File: src/rtl/sample_pkg.sv
// Shared types and constants for the sample sequencer: FSM state encoding,
// signed sample word and path-select mode codes.
package sample_pkg;

    typedef enum logic [2:0] {
        IDLE,
        ADC_START,
        ADC_WAIT,
        FILT,
        DAC_START,
        DAC_WAIT
    } seq_state_t;

    typedef logic signed [15:0] sample_t;

    localparam logic [1:0] MODE_MUTE   = 2'b00;
    localparam logic [1:0] MODE_BYPASS = 2'b01;
    localparam logic [1:0] MODE_FILT   = 2'b10;

    // Both 10 and 11 select the filter path.
    function automatic logic is_filt_mode(input logic [1:0] mode);
        return mode[1];
    endfunction

endpackage

File: src/rtl/sample_sequencer_period_counter.sv
// Free-running sample-period counter: counts 0..DIVIDER-1 while enabled,
// holds while disabled, and flags the last count as a one-cycle tick.
module period_counter #(
    parameter int unsigned DIVIDER = 50
) (
    input  logic clk_i,
    input  logic reset_ni,
    input  logic enable_i,
    output logic tick_o
);

    localparam logic [15:0] LAST = 16'(DIVIDER - 1);

    logic [15:0] r_count;

    always_ff @(posedge clk_i) begin
        if (!reset_ni) begin
            r_count <= '0;
        end else if (enable_i) begin
            r_count <= (r_count == LAST) ? '0 : r_count + 16'd1;
        end
    end

    // Gated by enable so a paused counter parked at LAST does not repeat the tick.
    assign tick_o = enable_i && (r_count == LAST);

endmodule

File: src/rtl/sample_sequencer.sv
// Sample sequencer: per period tick, reads one ADC sample, optionally routes it
// through an external filter, and writes the result to the DAC.
// Optional build macro SEQ_OVERRUN_CNT_EN adds the saturating overrun_cnt_o.
module sample_sequencer
    import sample_pkg::*;
#(
    parameter int unsigned DIVIDER      = 50,
    parameter int unsigned FILT_TIMEOUT = 16
) (
    input  logic        clk_i,
    input  logic        reset_ni,
    input  logic        enable_i,
    input  logic [1:0]  mode_i,
    output logic        adc_start_o,
    input  logic        adc_idle_i,
    input  sample_t     adc_data_i,
    output logic        filt_valid_o,
    output sample_t     filt_data_o,
    input  logic        filt_valid_i,
    input  sample_t     filt_data_i,
    output logic        dac_start_o,
    output sample_t     dac_data_o,
    input  logic        dac_idle_i,
    output logic        busy_o,
    output logic        overrun_o,
    output logic        timeout_o
`ifdef SEQ_OVERRUN_CNT_EN
    ,
    output logic [7:0]  overrun_cnt_o
`endif
);

    localparam int unsigned CW = $clog2(FILT_TIMEOUT + 1);
    localparam logic [CW-1:0] CNT_LAST = CW'(FILT_TIMEOUT - 1);

    seq_state_t    r_state;
    logic [CW-1:0] r_cnt;
    logic [1:0]    r_mode;
    sample_t       r_sample;
    sample_t       r_dac_data;
    logic          r_timeout;
    logic          r_overrun;
    logic          w_tick;
    logic          w_ovr_evt;

    period_counter #(
        .DIVIDER(DIVIDER)
    ) u_period_counter (
        .clk_i   (clk_i),
        .reset_ni(reset_ni),
        .enable_i(enable_i),
        .tick_o  (w_tick)
    );

    // A tick seen while DAC_WAIT is returning to IDLE still counts as an overrun.
    assign w_ovr_evt = w_tick && (r_state != IDLE);

    always_ff @(posedge clk_i) begin
        if (!reset_ni) begin
            r_state    <= IDLE;
            r_cnt      <= '0;
            r_mode     <= MODE_MUTE;
            r_sample   <= '0;
            r_dac_data <= '0;
            r_timeout  <= 1'b0;
            r_overrun  <= 1'b0;
        end else begin
            r_timeout <= 1'b0;
            r_overrun <= w_ovr_evt;
            case (r_state)
                IDLE: begin
                    if (w_tick) r_state <= ADC_START;
                end
                ADC_START: begin
                    r_mode  <= mode_i;
                    r_cnt   <= '0;
                    r_state <= ADC_WAIT;
                end
                ADC_WAIT: begin
                    if (r_cnt == '0) begin
                        r_cnt <= CW'(1);
                    end else if (adc_idle_i) begin
                        r_sample <= adc_data_i;
                        r_cnt    <= '0;
                        if (is_filt_mode(r_mode)) begin
                            r_state <= FILT;
                        end else begin
                            r_dac_data <= (r_mode == MODE_BYPASS) ? adc_data_i : '0;
                            r_state    <= DAC_START;
                        end
                    end
                end
                FILT: begin
                    if (filt_valid_i) begin
                        r_dac_data <= filt_data_i;
                        r_state    <= DAC_START;
                    end else if (r_cnt == CNT_LAST) begin
                        // Timeout keeps the previous DAC word by leaving r_dac_data alone.
                        r_timeout <= 1'b1;
                        r_state   <= DAC_START;
                    end else begin
                        r_cnt <= r_cnt + CW'(1);
                    end
                end
                DAC_START: begin
                    r_cnt   <= '0;
                    r_state <= DAC_WAIT;
                end
                DAC_WAIT: begin
                    if (r_cnt == '0) begin
                        r_cnt <= CW'(1);
                    end else if (dac_idle_i) begin
                        r_state <= IDLE;
                    end
                end
                default: r_state <= IDLE;
            endcase
        end
    end

    assign adc_start_o  = (r_state == ADC_START);
    assign filt_valid_o = (r_state == FILT) && (r_cnt == '0);
    assign filt_data_o  = r_sample;
    assign dac_start_o  = (r_state == DAC_START);
    assign dac_data_o   = r_dac_data;
    assign busy_o       = (r_state != IDLE);
    assign overrun_o    = r_overrun;
    assign timeout_o    = r_timeout;

`ifdef SEQ_OVERRUN_CNT_EN
    logic [7:0] r_ovr_cnt;

    always_ff @(posedge clk_i) begin
        if (!reset_ni) begin
            r_ovr_cnt <= '0;
        end else if (w_ovr_evt && (r_ovr_cnt != '1)) begin
            r_ovr_cnt <= r_ovr_cnt + 8'd1;
        end
    end

    assign overrun_cnt_o = r_ovr_cnt;
`endif

endmodule

File: config.mk
export PLATFORM = sky130hd
export DESIGN_NAME = sample_sequencer
export DESIGN_NICKNAME = d
export VERILOG_FILES = /design/src/rtl/sample_pkg.sv /design/src/rtl/sample_sequencer_period_counter.sv /design/src/rtl/sample_sequencer.sv
export SDC_FILE = /design/constraint.sdc
export NUM_CORES = 1
export LEC_CHECK = 0
export ABC_CLOCK_PERIOD_IN_PS = 2550
export BUFFER_PORTS_ARGS = -buffer_cell sky130_fd_sc_hd__buf_2
export CORE_AREA = 5 5 97 99
export CTS_CLUSTER_SIZE = 14
export DETAILED_ROUTE_END_ITERATION = 10
export DIE_AREA = 0 0 102 104
export GPL_ROUTABILITY_DRIVEN = 0
export PLACE_DENSITY = 0.6
export SLEW_MARGIN = 20
export SYNTH_ARGS = -nofsm -noshare
export SYNTH_HDL_FRONTEND = slang
export SYNTH_SLANG_ARGS = --single-unit
File: constraint.sdc
create_clock -name clk_i -period 2.55 [get_ports clk_i]
set_input_delay 0.51 -clock clk_i [delete_from_list [all_inputs] [get_ports clk_i]]
set_output_delay 0.51 -clock clk_i [all_outputs]
set_load 0.01 [all_outputs]
==> impl_metrics.csv, run 1 <==
group,metric,value,unit
timing,setup_tns,0,ps
clocking,cts.repair.resized,0,
timing,fin_crit,2290,ps
critical_path,setup.worst_path.start_class,"register",
hold_path,min_path_cells,2,
global_route,grt_usage,14.6,%
critical_path,worstPathMaxFanout,6,
finish,drive_gt1_share,29.5,%
detailed_routing,wl_per_cell,14.3,um
timing,hold_slack,416,ps
finish,final_cells,532,
finish,area_growth,23.6,%
detailed_routing,num_vias,2607,
timing,tightest_slew,656,ps
pwr,power,1870,uW
critical_path,r2r_slack,470,ps
logic_synthesis,synth.distinct_cells,48,
hold_path,worstHoldPathType,"in -> reg",
logic_synthesis,yosysWarnings,0,
finish,antenna_cells,0,
place,port-buffer-count,77,
clocking,cts_buffers,9,
floorplanning,die_y,104,um
run,drv_cap,0,
detailed_routing,drc_errors,0,
clocking,htree_levels,3,
global_route,antenna_found_initial,0,
floorplanning,io-pin-count,78,
logic_synthesis,async_reset_ff_share,0,%
pwr,cellLeakagePower,0.00140,uW
critical_path,crit_required,2040,ps
timing,finalCritPeriodShare,89.7,%
clocking,cts.clk_slew.worst_paths,70,ps
logic_synthesis,netlist_area,2900,sq um
clocking,cts-root-buf,"clkbuf_8",
clocking,clock-sinks,60,
clocking,post_cts_buffers,0,
global_route,grt_pass1_wl,12500,um
global_route,grt_pass1_vias,2567,
logic_synthesis,yosys_most_used_dff,"dfxtp_1",
critical_path,r2r_end,"dac_data_o[13]",
timing,final_hold_viol_count,0,
critical_path,r2r_start,"r_cnt[0]",
critical_path,r2r_cells,9,
hold_path,hp-start,"filt_valid_i",
detailed_routing,ant_nets,0,
timing,skew,10.3,ps
critical_path,arrival,1780,ps
place,dp.cells,516,
logic_synthesis,ys_seq_elements,60,
clocking,clock_path_buffers,2,
detailed_routing,drt_iter0_drc,131,
run_status,status,"finished, final reports clean",
global_route,grt_start_max_net_pins,33,
logic_synthesis,synthCells,345,
place,hpwlAfterDp,5700,um
logic_synthesis,syn_nets,390,
timing,slew_headroom,55.9,%
floorplanning,start_util,34.2,%
finish,fillers,860,
timing,setup_violations,0,
critical_path,critPathKind,"reg -> out",
detailed_routing,dr.pass1.iters,4,
finish,final_core_util,42.3,%
floorplanning,die-area,10600,sq um
timing,fmax,437,MHz
floorplanning,coreArea,8470,sq um
pwr,power.density,522,nW/um^2
global_route,grt_overflow_total,0,
clocking,clock_latency,330,ps
hold_path,hold_end,"timeout_o",
logic_synthesis,avgSynthCellArea,8.40,sq um
timing,report.final.slew_viol_count,0,
detailed_routing,avgViaCountPerCell,4.90,
pwr,ir_drop,272,uV
floorplanning,die_w,102,um
floorplanning,rows,34,
detailed_routing,routed_wl,7620,um
clocking,cts_tree,"built",
timing,grt_setup_unrepaired,"false",
critical_path,critPathCaptureType,"output pin",
finish,nets,464,
logic_synthesis,synth_edf_count,0,
logic_synthesis,synth_seq_area_share,41.5,%
clocking,postCtsHoldBufs,0,
## critical path, cell delays in order (launching register included)
cell and delay, ps:
dfxtp_1 350, inv_1 70, ha_1 150, or4b_1 450, buf_4 190, nor2_1 110
buf_2 140
## placed cells by master, fill, tap and decap left out, drive strengths merged, types with 3 or more instances in the layout
cell type	synthesis	final
nand2	61	61
dfxtp	60	60
xnor2	6	6
ha	5	5
nand3	28	28
mux2i	3	3
inv	7	7
nor3	8	8
nand4	6	6
a21oi	22	22
a311oi	17	17
nor2	47	47
xor2	11	11
clkbuf	12	12
and3	6	6
clkinv	0	3
nor2b	6	6
buf	10	85
## power by group
group / leakage, uW / internal (uW) / switching [uW] / total (uW)
clock network: 0.000100 / 477 / 369 / 846
logic: 0.000811 / 32.8 / 45.9 / 78.6
registers: 0.000484 / 940 / 5.16 / 946
## kinds of logic (layout without fill, tap and decap cells)
group | count (synthesis) | count (layout) | share of synthesized area, %
AOI/OAI and AO/OA | 54 | 54 | 17.4
DFF | 60 | 60 | 41.5
buffers and inverters | 29 | 108 | 4.58
adders and majority gates | 5 | 5 | 2.16
xor gates and xnor gates | 17 | 17 | 5.14
and+or+nand+nor | 177 | 177 | 28.2
muxes | 3 | 3 | 1.04
## stage by stage
| step | setup WS [ps] | instance area (sq um) |
|---|---|---|
| floorplan | 682 | 2900 |
| global route | 156 | 3580 |
| global placement | 513 | 3380 |
| CTS | 229 | 3580 |
| finish | 263 | 3580 |
| detailed placement | 440 | 3380 |
## cell type report
type                    count  area (sq um)  share of cell area, %
clock buffers              12           145                   4.05
inverters                   7          26.3                  0.734
repair buffers             85           458                   12.8
well taps                 108           135                   3.77
multi-input cells         256          1570                   43.7
flip-flops and latches     60          1200                   33.5
clock inverters             4          48.8                   1.36
## worst max path at each step
stage | cells past startpoint | slack (ps) | startpoint | end
final | 6 | 260 | r_cnt[0] | filt_valid_o
after floorplan | 8 | 680 | r_cnt[0] | r_cnt[1]
after global placement | 9 | 510 | r_cnt[0] | dac_data_o[7]
after global routing | 6 | 160 | r_cnt[0] | filt_valid_o
after CTS | 6 | 230 | r_cnt[0] | filt_valid_o
after detailed placement | 7 | 440 | r_cnt[0] | filt_data_o[8]
## flip-flops by register name, summed over array words and instances (netlist names)
name / flops
u_period_counter.r_count: 16
overrun_o: 1
dac_data_o: 16
filt_data_o: 16
r_mode: 2
r_cnt: 5
timeout_o: 1
r_state: 3
## per-layer routing
metal	vias to the layer above	part of all wire (%)	global-route usage [%]
li1	1349	-	-
met1	1201	48	19.4
met2	52	47	22.6
met3	5	4.3	4.23
met4	0	1.0	4.59
met5	-	0	0
## Yosys cell counts (all sizes together) (2+ instances only)
master	instances	area [sq um]
mux2i	3	30.0
nand2	61	229
a32oi	2	25.0
a31oi	2	12.5
xnor2	6	52.6
a21oi	22	114
nor2	47	181
and3	6	37.5
nand4	6	37.5
nor4	2	12.5
a311oi	17	249
or2	2	12.5
nor4b	2	17.5
and2	2	15.0
nor2b	6	37.5
nor3b	2	15.0
ha	5	62.6
clkbuf	12	45.0
xor2	11	96.3
nor3	8	40.0
nand2b	2	12.5
dfxtp	60	1200
a211oi	2	27.5
inv	7	26.3
buf	10	61.3
nand3	28	145
Note: power is estimated with default switching activity, not from simulation.
==> inputs of run 2 (changes only) <==
- CTS_BUF_LIST: default -> sky130_fd_sc_hd__clkbuf_2
- RECOVER_POWER: default -> 100
==> run 2 against run 1 <==
  * Flip-flop and latch count unchanged
  * Via count is 1.7% higher
  * Sequential power barely moved
  * Cell area down 3.7%
==> impl_metrics.csv, run 2 (synthesis results as in run 1) <==
group,metric,value,unit
timing,fin_crit,2420,ps
timing,fmax,413,MHz
pwr,power.density,467,nW/um^2
clocking,clock_path_buffers,2,
clocking,cts_buffers,9,
detailed_routing,wl_per_cell,14.4,um
critical_path,arrival,1910,ps
pwr,cellLeakagePower,0.00121,uW
critical_path,r2r_end,"r_cnt[1]",
timing,final_hold_viol_count,0,
clocking,cts-root-buf,"clkbuf_2",
global_route,grt_start_max_net_pins,33,
critical_path,critPathKind,"reg -> out",
hold_path,hp-start,"filt_valid_i",
global_route,antenna_found_initial,0,
critical_path,r2r_start,"r_cnt[0]",
detailed_routing,drt_iter0_drc,145,
finish,layout_commonest_cell,"nand2_1",
place,port-buffer-count,77,
finish,final_cells,534,
critical_path,critPathCaptureType,"output pin",
critical_path,setup.worst_path.start_class,"register",
finish,antenna_cells,0,
clocking,cts.clk_slew.worst_paths,170,ps
timing,setup_violations,0,
timing,grt_setup_unrepaired,"false",
pwr,ir_drop,257,uV
place,hpwlAfterDp,5700,um
place,place_ws,440,ps
floorplanning,die-area,10600,sq um
detailed_routing,dr.pass1.iters,5,
clocking,clock-sinks,60,
detailed_routing,avgViaCountPerCell,4.96,
timing,setup_tns,0,ps
critical_path,r2r_cells,8,
finish,area_growth,19.0,%
hold_path,min_path_cells,2,
finish,drive_gt1_share,20.9,%
detailed_routing,drc_errors,0,
hold_path,worstHoldPathType,"in -> reg",
place,place_area,3380,sq um
finish,layout_common_cells,"61 x nand2_1, 59 x dfxtp_1, 44 x nor2_1, 40 x buf_2, 38 x clkbuf_1",
floorplanning,rows,34,
floorplanning,coreArea,8470,sq um
timing,setup_ws,128,ps
detailed_routing,num_vias,2651,
place,dp.cells,516,
timing,finalCritPeriodShare,95.0,%
floorplanning,die_w,102,um
floorplanning,die_y,104,um
clocking,clock_latency,490,ps
clocking,cts_tree,"built",
finish,nets,466,
timing,tightest_slew,645,ps
run_status,status,"finished, final reports clean",
floorplanning,io-pin-count,78,
global_route,grt_usage,14.6,%
hold_path,hold_end,"timeout_o",
global_route,grt_pass1_vias,2568,
critical_path,crit_required,2040,ps
clocking,htree_levels,3,
pwr,power,1610,uW
detailed_routing,routed_wl,7660,um
timing,slew_headroom,56.6,%
global_route,grt_overflow_total,0,
floorplanning,start_util,34.2,%
critical_path,r2r_slack,200,ps
critical_path,startpoint,"r_cnt[0]",
run,drv_cap,0,
critical_path,worstPathMaxFanout,5,
timing,skew,21.4,ps
finish,finalInstanceArea,3450,sq um
global_route,grt_pass1_wl,12500,um
timing,report.final.slew_viol_count,0,
detailed_routing,ant_nets,0,
[run 2: cell types whose count changed in the layout (fill, tap and decap cells not counted), sizes merged]
| cell | change |
|---|---|
| clkbuf | +39 |
| clkinv | +1 |
| buf | -38 |
[run 2: how the worst max path moves through the flow]
stage | to | depth (start not counted)
floorplan | r_cnt[1] | 8
global placement | dac_data_o[7] | 9
detailed placement | filt_data_o[8] | 7
CTS | filt_valid_o | 6
global route | filt_valid_o | 6
finish | filt_valid_o | 6
[run 2: timing repair]
action / in CTS / in global routing
hold buffers: 0 / 0
endpoints found under the hold margin: 0 / 0
setup endpoints to repair: 0 / 1
resized for setup: 0 / 6
buffers inserted: 0 / 2
[run 2: cell type report]
| cell class | instances | area [sq um] |
|---|---|---|
| clock inverters | 5 | 52.6 |
| multi-input cells | 256 | 1550 |
| repair buffers | 87 | 427 |
| inverters | 7 | 26.3 |
| flip-flops and latches | 60 | 1200 |
| clock buffers | 11 | 55.1 |
| fillers | 880 | 5020 |
| well taps | 108 | 135 |
[run 2: power by group]
part           switching, uW  leakage [uW]  internal, uW
combinational           45.2      0.000650          32.7
clock                    356     0.0000733           230
sequential              5.14      0.000484           941
[run 2: stage by stage]
stage	utilization, %	hold slack (ps)
after floorplan	-	452
after global placement	40.0	445
after detailed placement	40.0	448
after CTS	41.3	200
after global routing	40.7	193
final	40.7	231
[run 2: per-layer routing]
layer  track usage, %  wire length [um]  vias up
met5                0                 0        -
met4             5.15                99        0
met3             4.23               313        9
met2             22.5              3610       64
met1             19.4              3640     1220
li1                 -                 -     1358
[run 2: critical path, cell delays in order (launching register included)]
cell and delay, ps:
dfxtp_4 390, inv_1 50, ha_1 140, or4b_4 470, buf_6 150, nor2_2 90, buf_2 130
